<file path="src/rtl/pspi_arbiter.sv">
// Round-robin arbiter sharing a single PSPI host port among N_REQ requesters.
// Define PSPI_ARB_TIMEOUT_EN to enable the BUSY-phase watchdog (req_err/host_rst).
module pspi_arbiter #(
    parameter int unsigned N_REQ          = 4,
    parameter int unsigned TIMEOUT_CYCLES = 65536
) (
    input  logic                  clk,
    input  logic                  rst,
    input  logic [N_REQ-1:0]      req_rd,
    input  logic [N_REQ-1:0]      req_we,
    input  logic [32*N_REQ-1:0]   req_a,
    input  logic [32*N_REQ-1:0]   req_d,
    output logic [N_REQ-1:0]      req_ack,
    output logic [31:0]           req_rdata,
    output logic                  req_err,
    output logic [31:0]           host_a,
    output logic [31:0]           host_d,
    output logic                  host_rd,
    output logic                  host_we,
    input  logic [31:0]           host_spo,
    input  logic                  host_ready,
    output logic                  host_rst
);

    localparam int unsigned GW = (N_REQ > 2) ? $clog2(N_REQ) : 1;

    typedef enum logic [1:0] {StIdle, StIssue, StBusy, StDone} state_e;

    state_e           state_q, state_d;
    logic [GW-1:0]    last_grant_q, grant_q;
    logic [GW-1:0]    pick;
    logic             pick_valid;
    logic             grant;
    logic             op_we_q;
    logic [31:0]      host_a_q, host_d_q, rdata_q;
    logic             timeout;
    logic [N_REQ-1:0] req_any;

    assign req_any = req_rd | req_we;
    assign grant   = (state_q == StIdle) && pick_valid && host_ready;

    // First requester strictly after last_grant, wrapping N_REQ-1 -> 0.
    always_comb begin
        logic [GW-1:0] idx;
        pick       = '0;
        pick_valid = 1'b0;
        idx        = '0;
        for (int unsigned k = 1; k <= N_REQ; k++) begin
            idx = GW'((32'(last_grant_q) + k) % N_REQ);
            if (!pick_valid && req_any[idx]) begin
                pick       = idx;
                pick_valid = 1'b1;
            end
        end
    end

`ifdef PSPI_ARB_TIMEOUT_EN
    localparam int unsigned WW = (TIMEOUT_CYCLES > 2) ? $clog2(TIMEOUT_CYCLES) : 1;

    logic [WW-1:0] wdog_q;
    logic          err_q;

    assign timeout = (state_q == StBusy) && !host_ready &&
                     (wdog_q == WW'(TIMEOUT_CYCLES - 1));

    always_ff @(posedge clk) begin
        if (rst) begin
            wdog_q <= '0;
        end else if (state_q == StIssue) begin
            wdog_q <= '0;
        end else if (state_q == StBusy) begin
            wdog_q <= wdog_q + WW'(1);
        end
    end

    // Error flag lives only for the DONE cycle that follows a timeout.
    always_ff @(posedge clk) begin
        if (rst) begin
            err_q <= 1'b0;
        end else if (timeout) begin
            err_q <= 1'b1;
        end else if (state_q == StDone) begin
            err_q <= 1'b0;
        end
    end

    assign req_err = err_q;
`else
    assign timeout = 1'b0;
    assign req_err = 1'b0;
`endif

    // State register
    always_ff @(posedge clk) begin
        if (rst) begin
            state_q <= StIdle;
        end else begin
            state_q <= state_d;
        end
    end

    // Next-state logic
    always_comb begin
        state_d = state_q;
        unique case (state_q)
            StIdle:  if (grant) state_d = StIssue;
            StIssue: state_d = StBusy;
            StBusy:  if (host_ready || timeout) state_d = StDone;
            StDone:  state_d = StIdle;
            default: state_d = StIdle;
        endcase
    end

    // Transaction datapath
    always_ff @(posedge clk) begin
        if (rst) begin
            last_grant_q <= GW'(N_REQ - 1);
            grant_q      <= '0;
            op_we_q      <= 1'b0;
            host_a_q     <= '0;
            host_d_q     <= '0;
            rdata_q      <= '0;
        end else begin
            unique case (state_q)
                StIdle: begin
                    if (grant) begin
                        grant_q  <= pick;
                        op_we_q  <= req_we[pick];
                        host_a_q <= req_a[32*pick +: 32];
                        host_d_q <= req_d[32*pick +: 32];
                    end
                end
                StBusy: begin
                    if (host_ready) begin
                        if (!op_we_q) rdata_q <= host_spo;
                    end else if (timeout) begin
                        rdata_q <= 32'hFFFF_FFFF;
                    end
                end
                StDone: last_grant_q <= grant_q;
                default: ;
            endcase
        end
    end

    // Outputs
    always_comb begin
        req_ack  = '0;
        host_rd  = 1'b0;
        host_we  = 1'b0;
        host_rst = 1'b0;
        unique case (state_q)
            StIssue: begin
                host_we = op_we_q;
                host_rd = !op_we_q;
            end
            StDone: begin
                req_ack[grant_q] = 1'b1;
`ifdef PSPI_ARB_TIMEOUT_EN
                host_rst = err_q;
`endif
            end
            default: ;
        endcase
    end

    assign req_rdata = rdata_q;
    assign host_a    = host_a_q;
    assign host_d    = host_d_q;

endmodule
</file>
<file path="config.mk">
export PLATFORM = sky130hd
export DESIGN_NAME = pspi_arbiter
export DESIGN_NICKNAME = d
export VERILOG_FILES = /design/src/rtl/pspi_arbiter.sv
export SDC_FILE = /design/constraint.sdc
export NUM_CORES = 1
export LEC_CHECK = 0
export CORE_AREA = 2 2 157 159
export DETAILED_ROUTE_END_ITERATION = 8
export DIE_AREA = 0 0 159 161
export PLACE_DENSITY = 0.6
export SLEW_MARGIN = 40
export SYNTH_ARGS = -nofsm -noshare
export SYNTH_HDL_FRONTEND = slang
export SYNTH_SLANG_ARGS = --single-unit
export TNS_END_PERCENT = 20
</file>
<file path="constraint.sdc">
create_clock -name clk -period 2.6 [get_ports clk]
set_input_delay 0.52 -clock clk [delete_from_list [all_inputs] [get_ports clk]]
set_output_delay 0.52 -clock clk [all_outputs]
set_load 0.05 [all_outputs]
</file>
==> flow_summary.yaml <==
status:
  status: "finished, final reports clean"
cts:
  clkTransAtPathRegs_ns: 0.08
  cts_tree: "built"
  cts_sinks: 103
  cts_resized: 0
  cts_buffers: 9
  clk_path_buf_depth: 2
  insertion_delay_ns: 0.35
  cts_max_level: 3
  post_cts_buffers: 0
  postCtsHoldBufs: 0
  root_buffer: "clkbuf_16"
sta:
  rsz0062_at_grt: "no"
  final.setup.tns_ns: 0
  timing.final.crit_period_ns: 2.46
  final_hold_viol_count: 0
  tightestPinTransition_ns: 0.678
  relSlewSlack_pct: 54.6
  min_period_over_period_pct: 94.7
  finalSetupViolations: 0
  worst_clock_skew_ns: 0.0130
  worst_slack_ns: 0.138
  clock.fmax_mhz: 406
  finalMaxSlewViolations: 0
cells_and_area:
  multi_input_area_um2: 2960
  fin_util_pct: 42.7
  mostFrequentLayoutCells: "clkdlybuf4s50_1, nand2_1, mux2i_1"
  layout_commonest_cell: "clkdlybuf4s50_1"
  nNetsFinal: 1274
  seq_area_um2: 2060
  syn_to_final_growth_pct: 93.2
  nFillCells: 2431
  layout-drive-gt1-share_pct: 8.42
yosys:
  synth-xor-area-share_pct: 0
  synth_cell_type_count: 35
  synth_top_area_share_pct: 38.9
  yosys-top-cells-area: "dfxtp_1, mux2i_1, nand2_1"
  synthSimpleGateAreaFrac_pct: 12.2
  syn_area_per_cell_um2: 9.42
  synthAdderAreaFrac_pct: 1.18
  synth_seq_cells: 103
  yosysTopAreaCell: "dfxtp_1"
  synth_compound_area_share_pct: 17.0
  seq_area_frac_synth_pct: 38.9
  synth_area_um2: 5300
  synth_top_family_by_area: "multiplexers"
  synthCells: 562
  ys.warnings.count: 0
  muxShareOfSynthArea_pct: 25.0
grt:
  antenna_found_initial: 1
  grt_pass1_wl_um: 34300
  first_global_vias: 5944
  grt_usage_pct: 16.9
  grt_max_degree: 37
  grt_remaining_overflow: 0
floorplanning:
  ioPinCount: 403
  die_y_um: 161
  core_region_area_um2: 24000
  rows: 57
  start_util_pct: 22.1
  dieArea_um2: 25600
  die_w_um: 159
route:
  dr.pass1.iters: 4
  drt-vias-per-instance: 4.46
  wl_per_cell_um: 17.3
  drtIter0Drc: 163
  routed_wirelength_um: 22500
  drc: 0
  ant_nets: 0
  via_count: 5796
place:
  dp.final_hpwl_um: 17700
  io_buffers: 400
  place_congestion: 0.800
  dp_slack_ns: -0.104
critical_path:
  worstPathArrival_ns: 1.94
  reg2reg_slack_ns: 0.57
  critPathLaunchType: "register"
  cp-end-kind: "output pin"
  critPathRequiredTime_ns: 2.08
  path_class: "register to output pin"
  crit_fanout: 4
power_and_ir_drop:
  p_per_area_nw_per_um2: 738
  p_total_mw: 7.55
  power_leakage_nw: 4.26
  irDropWorstVdd_mv: 0.375
run:
  max_cap_violations: 0
min_path:
  worst_hold_path_type: "register to register"
==> cell families (layout without fill, tap and decap cells) <==
logic type	Yosys count	after routing
simple gates	159	159
mux	132	132
compound gates	110	110
flops	103	103
buf+inv	52	463
fa+ha+maj	5	5
other cells	1	3
==> report_power, final <==
| part | total (mW) | internal (mW) | switching [mW] |
|---|---|---|---|
| sequential | 2.10 | 1.91 | 0.191 |
| combinational | 4.02 | 1.76 | 2.27 |
| clock | 1.43 | 0.776 | 0.651 |
| total | 7.55 | 4.44 | 3.11 |
==> area by class of cell <==
| cell class | count | area share [%] |
|---|---|---|
| repair buffers | 444 | 43.9 |
| multi-input cells | 408 | 28.9 |
| flip-flops and latches | 103 | 20.2 |
| well taps | 324 | 3.96 |
| clock buffers | 11 | 2.37 |
| clock inverters | 4 | 0.538 |
| inverters | 4 | 0.147 |
| diodes | 1 | 0.0245 |
==> sequential cells by signal, summed over array words and instances, names as in the netlist <==
name / cells
grant_q: 2
host_a: 32
host_d: 32
last_grant_q: 2
op_we_q: 1
req_rdata: 32
state_q: 2
==> metrics by stage <==
step,cells,hold slack [ns],area [um^2]
3_5_place_dp,1283,0.447,9930
5_1_grt,1299,0.470,10200
2_1_floorplan,563,0.467,5300
4_1_cts,1298,0.459,10200
3_3_place_gp,1283,0.441,9930
6_report,1299,0.455,10200
==> routing by layer <==
layer  track usage [%]  wire length [um]  vias to the layer above  share of wire, %
met5                 0                 0                        -                 0
met4              4.50               389                        0               1.7
met3              5.70              1800                       24               8.0
met2              30.3             11200                      240                50
met1              19.3              9110                     2667                41
li1                  -                 -                     2865                 -
==> critical path, cell delays in order (launching register included) <==
cell             delay (ns)
dfxtp_1                0.35
inv_1                  0.11
ha_1                   0.17
nor2b_1                0.14
clkdlybuf4s50_1        0.82
==> path summary, 6_finish.rpt <==
path / start / to / depth (start not counted)
setup / recovery: state_q[1]$_SDFFE_PP0P_ / host_rd / 4
hold / removal: req_rdata[17]$_SDFFE_PP0P_ / req_rdata[17]$_SDFFE_PP0P_ / 2
setup reg to reg: state_q[0]$_SDFFE_PP0P_ / host_a[19]$_SDFFE_PP0P_ / 7
hold reg to reg: req_rdata[17]$_SDFFE_PP0P_ / req_rdata[17]$_SDFFE_PP0P_ / 2
==> synth_stat cells (all sizes together) <==
master	count
a211oi	3
a21oi	34
a22oi	2
a31o	1
a31oi	1
and2	1
and3	1
and3b	1
buf	30
clkbuf	18
conb	1
dfxtp	103
ha	5
inv	4
mux2i	132
nand2	136
nand3	1
nor2	8
nor2b	2
nor3	3
nor3b	1
nor4	1
o211ai	1
o221ai	67
o32a	1
or2	3
or3	1
Power figures use the tool's default switching activity.
